<file path="config.mk">
export PLATFORM = sky130hd
export DESIGN_NAME = deserializer
export DESIGN_NICKNAME = d
export VERILOG_FILES = /design/src/rtl/gray_area_package.sv /design/src/rtl/hamming_decode.sv /design/src/rtl/deserializer.sv
export SDC_FILE = /design/constraint.sdc
export NUM_CORES = 1
export LEC_CHECK = 0
export CAP_MARGIN = 10
export CORE_MARGIN = 2
export CORE_UTILIZATION = 30
export DETAILED_ROUTE_END_ITERATION = 12
export SLEW_MARGIN = 30
export SYNTH_ARGS = -nofsm -noshare
export SYNTH_HDL_FRONTEND = slang
export SYNTH_SLANG_ARGS = --single-unit
</file>
<file path="constraint.sdc">
create_clock -name clk_i -period 2 [get_ports clk_i]
set_input_delay 0.5 -clock clk_i [delete_from_list [all_inputs] [get_ports clk_i]]
set_output_delay 0.5 -clock clk_i [all_outputs]
set_load 0.01 [all_outputs]
</file>
<file path="src/rtl/gray_area_package.sv">
// ---------------------------------------------------------------------------
// gray_area_package
//   Shared types and Hamming code geometry for the serial link.
//   - deser_state_t        : deserializer FSM states.
//   - hamming_code_bits()  : parity bits needed to protect a data word.
//   - hamming_data_pos()   : 1-based codeword position of a data bit.
//   The transmit-side encoder uses the same helpers, so both ends agree on
//   the codeword layout. Data bits fill the non-power-of-two positions in
//   ascending order, and parity bit j sits at position 2**j.
// ---------------------------------------------------------------------------
package gray_area_package;

  typedef enum logic [1:0] {
    ST_IDLE   = 2'd0,
    ST_SHIFT  = 2'd1,
    ST_DECODE = 2'd2
  } deser_state_t;

  // Smallest r such that 2**r >= data_width + r + 1 (single-error correcting).
  function automatic int hamming_code_bits(input int data_width);
    int r = 1;
    while ((1 << r) < data_width + r + 1) r++;
    return r;
  endfunction

  // Position (1-based) in the Hamming codeword of data bit idx.
  function automatic int hamming_data_pos(input int idx);
    int pos  = 2;
    int seen = -1;
    while (seen < idx) begin
      pos++;
      if ((pos & (pos - 1)) != 0) seen++;
    end
    return pos;
  endfunction

endpackage

</file>
<file path="src/rtl/hamming_decode.sv">
// ---------------------------------------------------------------------------
// hamming_decode
//   Single-error-correcting Hamming decoder with one registered stage.
//   The codeword arrives as {data, parity}. It is scattered into Hamming
//   positions, the syndrome is computed, and the bit it points at is flipped.
//   Ports:
//     clk_i, rst_n_i : clock, async active-low reset
//     codeword_i     : {data[DATA_WIDTH-1:0], parity[CODE_BITS-1:0]}
//     valid_i        : codeword_i is valid this cycle
//     data_o         : corrected data, held until the next valid_i
//     corrected_o    : one-cycle pulse with valid_o when a bit was flipped
//     valid_o        : one-cycle pulse, one cycle after valid_i
// ---------------------------------------------------------------------------
module hamming_decode
  import gray_area_package::*;
#(
  parameter  int DATA_WIDTH  = 8,
  localparam int CODE_BITS   = hamming_code_bits(DATA_WIDTH),
  localparam int CODED_WIDTH = DATA_WIDTH + CODE_BITS
) (
  input  logic                   clk_i,
  input  logic                   rst_n_i,
  input  logic [CODED_WIDTH-1:0] codeword_i,
  input  logic                   valid_i,
  output logic [DATA_WIDTH-1:0]  data_o,
  output logic                   corrected_o,
  output logic                   valid_o
);

  logic [CODED_WIDTH:1]  code;      // codeword in Hamming position order
  logic [CODED_WIDTH:1]  fixed;
  logic [CODE_BITS-1:0]  syndrome;
  logic [DATA_WIDTH-1:0] data_fix;

  for (genvar i = 0; i < DATA_WIDTH; i++) begin : g_data
    assign code[hamming_data_pos(i)] = codeword_i[CODE_BITS + i];
    assign data_fix[i]               = fixed[hamming_data_pos(i)];
  end

  for (genvar j = 0; j < CODE_BITS; j++) begin : g_par
    assign code[1 << j] = codeword_i[j];
  end

  // Syndrome bit j checks every position whose index has bit j set, so a
  // single error produces that position's index.
  always_comb begin
    // NOTE: every combinational output gets a default first, so no path
    // leaves it unassigned and no latch is inferred.
    syndrome = '0;
    for (int k = 1; k <= CODED_WIDTH; k++) begin
      for (int j = 0; j < CODE_BITS; j++) begin
        if (((k >> j) & 1) == 1) syndrome[j] = syndrome[j] ^ code[k];
      end
    end
  end

  // A syndrome that points at a parity position flips only that parity bit,
  // so the data comes out unchanged but the correction is still flagged.
  always_comb begin
    fixed = code;
    for (int k = 1; k <= CODED_WIDTH; k++) begin
      if (int'(syndrome) == k) fixed[k] = ~code[k];
    end
  end

  always_ff @(posedge clk_i or negedge rst_n_i) begin
    if (!rst_n_i) begin
      data_o      <= '0;
      corrected_o <= 1'b0;
      valid_o     <= 1'b0;
    end else begin
      valid_o     <= valid_i;
      corrected_o <= valid_i && (syndrome != '0);
      if (valid_i) data_o <= data_fix;
    end
  end

endmodule

</file>
<file path="src/rtl/deserializer.sv">
// ---------------------------------------------------------------------------
// deserializer
//   Collects a framed serial bit stream (MSB first) into a parallel word.
//   With HAS_ECC=1 the frame carries Hamming parity after the data, and the
//   word passes through hamming_decode, which adds one cycle of latency.
//   Ports:
//     clk_i, rst_n_i  : clock, async active-low reset
//     serial_in_i     : serial bit, sampled only when enable_i=1
//     enable_i        : serial_in_i carries a valid bit this cycle
//     start_i         : with enable_i, marks the first bit of a frame
//     parallel_out_o  : recovered payload, held until the next frame
//     valid_out_o     : one-cycle pulse, parallel_out_o is valid
//     corrected_o     : pulses with valid_out_o after a single-bit fix
//     frame_err_o     : (DESERIALIZER_FRAME_ERR_EN only) one-cycle pulse
//                       when a restart abandons a partial frame
//   Build option: define DESERIALIZER_FRAME_ERR_EN to add frame_err_o.
// ---------------------------------------------------------------------------
module deserializer
  import gray_area_package::*;
#(
  parameter int DATA_WIDTH = 8,
  parameter int HAS_ECC    = 0
) (
  input  logic                  clk_i,
  input  logic                  rst_n_i,
  input  logic                  serial_in_i,
  input  logic                  enable_i,
  input  logic                  start_i,
  output logic [DATA_WIDTH-1:0] parallel_out_o,
  output logic                  valid_out_o,
  output logic                  corrected_o
`ifdef DESERIALIZER_FRAME_ERR_EN
  ,
  output logic                  frame_err_o
`endif
);

  localparam int CODE_BITS   = hamming_code_bits(DATA_WIDTH);
  localparam int CODED_WIDTH = DATA_WIDTH + CODE_BITS;
  localparam int W           = (HAS_ECC != 0) ? CODED_WIDTH : DATA_WIDTH;
  localparam int CNT_W       = $clog2(W) + 1;

  deser_state_t     state;
  logic [W-1:0]     shreg;
  logic [CNT_W-1:0] cnt;
  logic             start_bit;
  logic             frame_done;

  // A start with a valid bit always begins a frame, from any state.
  assign start_bit  = enable_i && start_i;
  assign frame_done = (state == ST_SHIFT) && enable_i && !start_i &&
                      (cnt == CNT_W'(W - 1));

  always_ff @(posedge clk_i or negedge rst_n_i) begin
    if (!rst_n_i) begin
      state <= ST_IDLE;
      cnt   <= '0;
      // NOTE: the shift register is a small flop array, not a RAM, so it is
      // cleared on reset along with the control state.
      shreg <= '0;
    end else if (start_bit) begin
      // NOTE: non-blocking assignments here let a restart in DECODE overwrite
      // shreg while the decoder still samples the completed codeword.
      state <= ST_SHIFT;
      shreg <= {{(W - 1){1'b0}}, serial_in_i};
      cnt   <= CNT_W'(1);
    end else if (state == ST_SHIFT && enable_i) begin
      shreg <= {shreg[W-2:0], serial_in_i};
      if (frame_done) begin
        cnt <= '0;
        if (HAS_ECC != 0) state <= ST_DECODE;
        else              state <= ST_IDLE;
      end else begin
        cnt <= cnt + 1'b1;
      end
    end else if (state == ST_DECODE) begin
      state <= ST_IDLE;
    end
  end

  if (HAS_ECC != 0) begin : g_ecc
    // DECODE lasts one cycle and presents the full codeword to the decoder.
    hamming_decode #(
      .DATA_WIDTH (DATA_WIDTH)
    ) u_decode (
      .clk_i       (clk_i),
      .rst_n_i     (rst_n_i),
      .codeword_i  (shreg),
      .valid_i     (state == ST_DECODE),
      .data_o      (parallel_out_o),
      .corrected_o (corrected_o),
      .valid_o     (valid_out_o)
    );
  end else begin : g_plain
    // The top bit of shreg is shifted out before it is ever needed, because
    // the last bit is taken straight from serial_in_i.
    logic unused_msb;
    assign unused_msb  = shreg[W-1];
    assign corrected_o = 1'b0;

    always_ff @(posedge clk_i or negedge rst_n_i) begin
      if (!rst_n_i) begin
        parallel_out_o <= '0;
        valid_out_o    <= 1'b0;
      end else begin
        valid_out_o <= frame_done;
        if (frame_done) parallel_out_o <= {shreg[DATA_WIDTH-2:0], serial_in_i};
      end
    end
  end

`ifdef DESERIALIZER_FRAME_ERR_EN
  always_ff @(posedge clk_i or negedge rst_n_i) begin
    if (!rst_n_i) frame_err_o <= 1'b0;
    else          frame_err_o <= start_bit && (state == ST_SHIFT);
  end
`endif

endmodule

</file>
Word level (Yosys, flattened, before mapping)

Index checks and enable logic that the tools add are counted.

Register bits: 22
Latch bits: 0
Memory bits (writable): 0
ROM bits: 0
Input bits: 5
Output and inout port bits: 10
Word-level logic and storage cells: 27
Memories: 0

Add/sub/neg operators: 1
Multiply operators: 0
Divide/modulo/power cells: 0
Order comparisons: 0
Equality and inequality tests: 4
Shift-type cells: 0
Mux-type cells: 9
Bitwise operators: 0
Reduce and logical (&&, ||, !) cells: 8

Operator list:

| cell                  | number |
|---|---|
| $mux W7               | 2 |
| $mux W4               | 3 |
| $mux W2               | 4 |
| $add A4 B1 Y4 const B | 1 |
| $eq A4 B3 Y1 const B  | 1 |
| $logic_and A1 B1 Y1   | 4 |
| $ne A3 B3 Y1 const B  | 1 |
| $reduce_bool A3 Y1    | 1 |
| $eq A2 B1 Y1 const B  | 1 |
| $eq A2 B2 Y1 const B  | 1 |
| $reduce_and A2 Y1     | 1 |
| $reduce_bool A2 Y1    | 1 |
| $logic_not A1 Y1      | 1 |

Longest topological paths before layout

Depth in word-level cells: 7
Depth in mapped cells: 5
Mapped depth without buffers: 4

Worst setup path after synthesis

No wires, ideal clock.

Kind: register to register
From: reg cnt[0]
To: reg parallel_out_o[0]
Arrival: 1395 ps
Data required time: 1875 ps
Setup slack: 480 ps
Stages on the path, launching flop included: 6
Path buffers: 1
Clock period less this slack: 1520 ps
Cells stage by stage: dfrtp_1 ha_1 and3b_1 and3_4 buf_8 mux2_4

Word-level cells in the longest chain between the ends: 2

Ends and longest elaborated chain:

| item                   | RTL line            | RTL |
|---|---|---|
| start, declared        | deserializer.sv:45  | `logic [CNT_W-1:0] cnt;` |
| start signal, assigned | deserializer.sv:74  | `cnt <= cnt + 1'b1;` |
| $eq A4 B3 Y1           | deserializer.sv:52  | `(cnt == CNT_W'(W - 1));` |
| $logic_and A1 B1 Y1    | deserializer.sv:51  | `assign frame_done = (state == ST_SHIFT) && enable_i && !start_i &&` |
| via frame_done         | deserializer.sv:47  | `logic frame_done;` |
| end signal, assigned   | deserializer.sv:107 | `if (frame_done) parallel_out_o <= {shreg[DATA_WIDTH-2:0], serial_in_i};` |
| end, declared          | deserializer.sv:29  | `output logic [DATA_WIDTH-1:0] parallel_out_o,` |

The timed path passes the listed nets, and every way through them passes these cells.
A chain may end at the register's enable or synchronous reset.

Worst setup path in the final report

From: reg parallel_out_o[5]
To: out parallel_out_o[5]

No word-level cell between the ends.

==> flow_metrics.env <==
export IMPL_fmax_mhz=577
export IMPL_async_flop_share=1.00
export IMPL_synth_largest_area_cell="dfrtp_1"
export IMPL_cts_sinks=21
export IMPL_syn_area_um2=975
export IMPL_fin_hold_ws_ns=0.503
export IMPL_nFillCells=310
export IMPL_start_kind="flop"
export IMPL_crit_buf_inv=1
export IMPL_cts_resized=0
export IMPL_synth_warnings=0
export IMPL_slew_violations=0
export IMPL_setup_tns_ns=0
export IMPL_synth_most_common_cell="dfrtp_1"
export IMPL_track_usage=0.116
export IMPL_cp_end_kind="output port"
export IMPL_io_buffers=13
export IMPL_min_path_type="flop to flop"
export IMPL_place_inst=133
export IMPL_worstSetupPathType="flop to output port"
export IMPL_cp_slowest_stage_delay_ns=0.54
export IMPL_row_count=20
export IMPL_finalCriticalPeriod_ns=1.73
export IMPL_antenna_found_initial=0
export IMPL_initial_core_util=0.317
export IMPL_cp_max_fo=2
export IMPL_hold_viol=0
export IMPL_die_h_um=61
export IMPL_synth_top_area_share=0.539
export IMPL_syn_num_nets=84
export IMPL_synthFlopType="dfrtp_1"
export IMPL_tritoncts="yes"
export IMPL_leakage_uw=0.000507
export IMPL_regArea_um2=526
export IMPL_gp_congestion=0.692
export IMPL_ant_nets=0
export IMPL_syn_inst=78
export IMPL_via_count=654
export IMPL_drtIter0Drc=28
export IMPL_core_area_um2=3080
export IMPL_via_per_inst=4.77
export IMPL_peakVddDrop_mv=0.237
export IMPL_cap_violations=0
export IMPL_firstDrtPassIters=4
export IMPL_clock_root_buffer="clkbuf_4"
export IMPL_clock_path_buffers=2
export IMPL_setup_viol_count_final=0
export IMPL_crit_path_cell_trace="clkdlybuf4s50_1"
export IMPL_wire_per_inst_um=12.6
export IMPL_postCtsHoldBufs=0
export IMPL_finClkSkew_ns=0.00431
export IMPL_cts_buffers=3
export IMPL_postCtsSetupBuffers=0
export IMPL_gr_total_overflow=0
export IMPL_synth_cell_types=26
export IMPL_final_cells=137
export IMPL_diodes=0
export IMPL_synth_area_top_cells="dfrtp_1, mux2_4, a2bb2oi_1"
export IMPL_synth_cells_most_frequent="dfrtp_1, inv_1, mux2_4, o22ai_1, a2bb2oi_1"
export IMPL_multi_input_area_um2=369
export IMPL_grt_pass1_vias=677
export IMPL_path_delay_family="buffers and inverters"
export IMPL_post_dp_hpwl_um=1190
export IMPL_slowest_stage="clkdlybuf4s50_1"
export IMPL_p_total_uw=1050
export IMPL_period_share=0.867
export IMPL_status="finished clean"
export IMPL_dieArea_um2=3720
export IMPL_ys_ff_latch=21
export IMPL_synthToLayoutAreaGrowth_pct=20.2
export IMPL_remaining_drc_errors=0
export IMPL_arrival_ns=1.23
export IMPL_path_clk_slew_ns=0.12
export IMPL_insertion_delay_ns=0.31
export IMPL_htree_levels=1
export IMPL_dieWidth_um=61
export IMPL_ios=15
export IMPL_fin_nets=100
export IMPL_drive_above_1_share=0.204
export IMPL_rsz0062_at_grt="false"
export IMPL_power_density_nw_per_um2=897
export IMPL_syn_avg_cell_area_um2=12.5
export IMPL_grt_first_pass_wirelength_um=3150
export IMPL_seq_area_frac_synth=0.539
export IMPL_grt_max_degree=22
export IMPL_synth_edf_count=0
export IMPL_detail_route_wirelength_um=1730
export IMPL_worstPathRequired_ns=1.50
[path summary, 6_finish.rpt]
check                                               from                       endpoint  slack [ns]  cells past startpoint
setup / recovery           parallel_out_o[5]$_DFFE_PN0P_              parallel_out_o[5]        0.27                      1
hold / removal                        cnt[3]$_DFFE_PN0P_             cnt[3]$_DFFE_PN0P_        0.50                      1
setup reg to reg                      cnt[0]$_DFFE_PN0P_  parallel_out_o[5]$_DFFE_PN0P_        0.40                      4
hold reg to reg                       cnt[3]$_DFFE_PN0P_             cnt[3]$_DFFE_PN0P_        0.50                      1
max in group asynchronous                        rst_n_i             cnt[0]$_DFFE_PN0P_        1.28                      2
min in group asynchronous                        rst_n_i  parallel_out_o[3]$_DFFE_PN0P_        0.51                      2
[layer usage]
layer	vias to the layer above	share of wire	track usage	wire length, um
met5	-	0	0	0
met4	0	0.035	0.0745	60
met3	5	0.038	0.0256	66
met2	20	0.46	0.180	795
met1	321	0.47	0.147	811
li1	308	-	-	-
[flip-flops by register name, summed over array words and instances, names as in the netlist]
name / cells
parallel_out_o: 8
shreg: 7
cnt: 4
state: 1
valid_out_o: 1
[layout make-up]
type / count / share of cell area
clock buffer: 3 / 0.0192
clock inverter: 1 / 0.00427
inverter: 9 / 0.0288
multi-input combinational: 42 / 0.315
sequential: 21 / 0.449
tap: 44 / 0.0470
timing repair buffer: 17 / 0.137
[layout by cell type (no fill, tap or decap), types with 2 or more instances in the layout]
cell,count
dfrtp_1,21
inv_1,9
a31oi_1,2
nand2_1,3
a2bb2oi_1,7
clkbuf_4,3
o22ai_1,8
buf_4,4
clkdlybuf4s50_1,13
mux2_4,8
[per-stage QoR]
stage	instance area [um^2]	worst slack (ns)	utilization
floorplan	975	0.480	-
global placement	1140	0.159	0.372
detailed placement	1140	0.127	0.372
CTS	1170	0.234	0.380
global route	1170	0.200	0.380
finish	1170	0.266	0.380
[report_power, final]
group / switching [uW] / internal [uW]
clock: 134 / 74.9
combinational: 109 / 172
sequential: 64.5 / 497
[cells by family (layout without fill, tap and decap cells)]
logic type                 after synthesis  count (layout)  share of synthesized area
AOI/OAI and AO/OA                       22              22                      0.168
and+or+nand+nor                          9               9                     0.0591
buffers and inverters                   15              30                     0.0821
adders and majority gates                1               1                     0.0128
DFF                                     21              21                      0.539
other                                    1               1                    0.00385
muxes                                    9               9                      0.135
No activity file was read; power rests on OpenSTA's default activity.
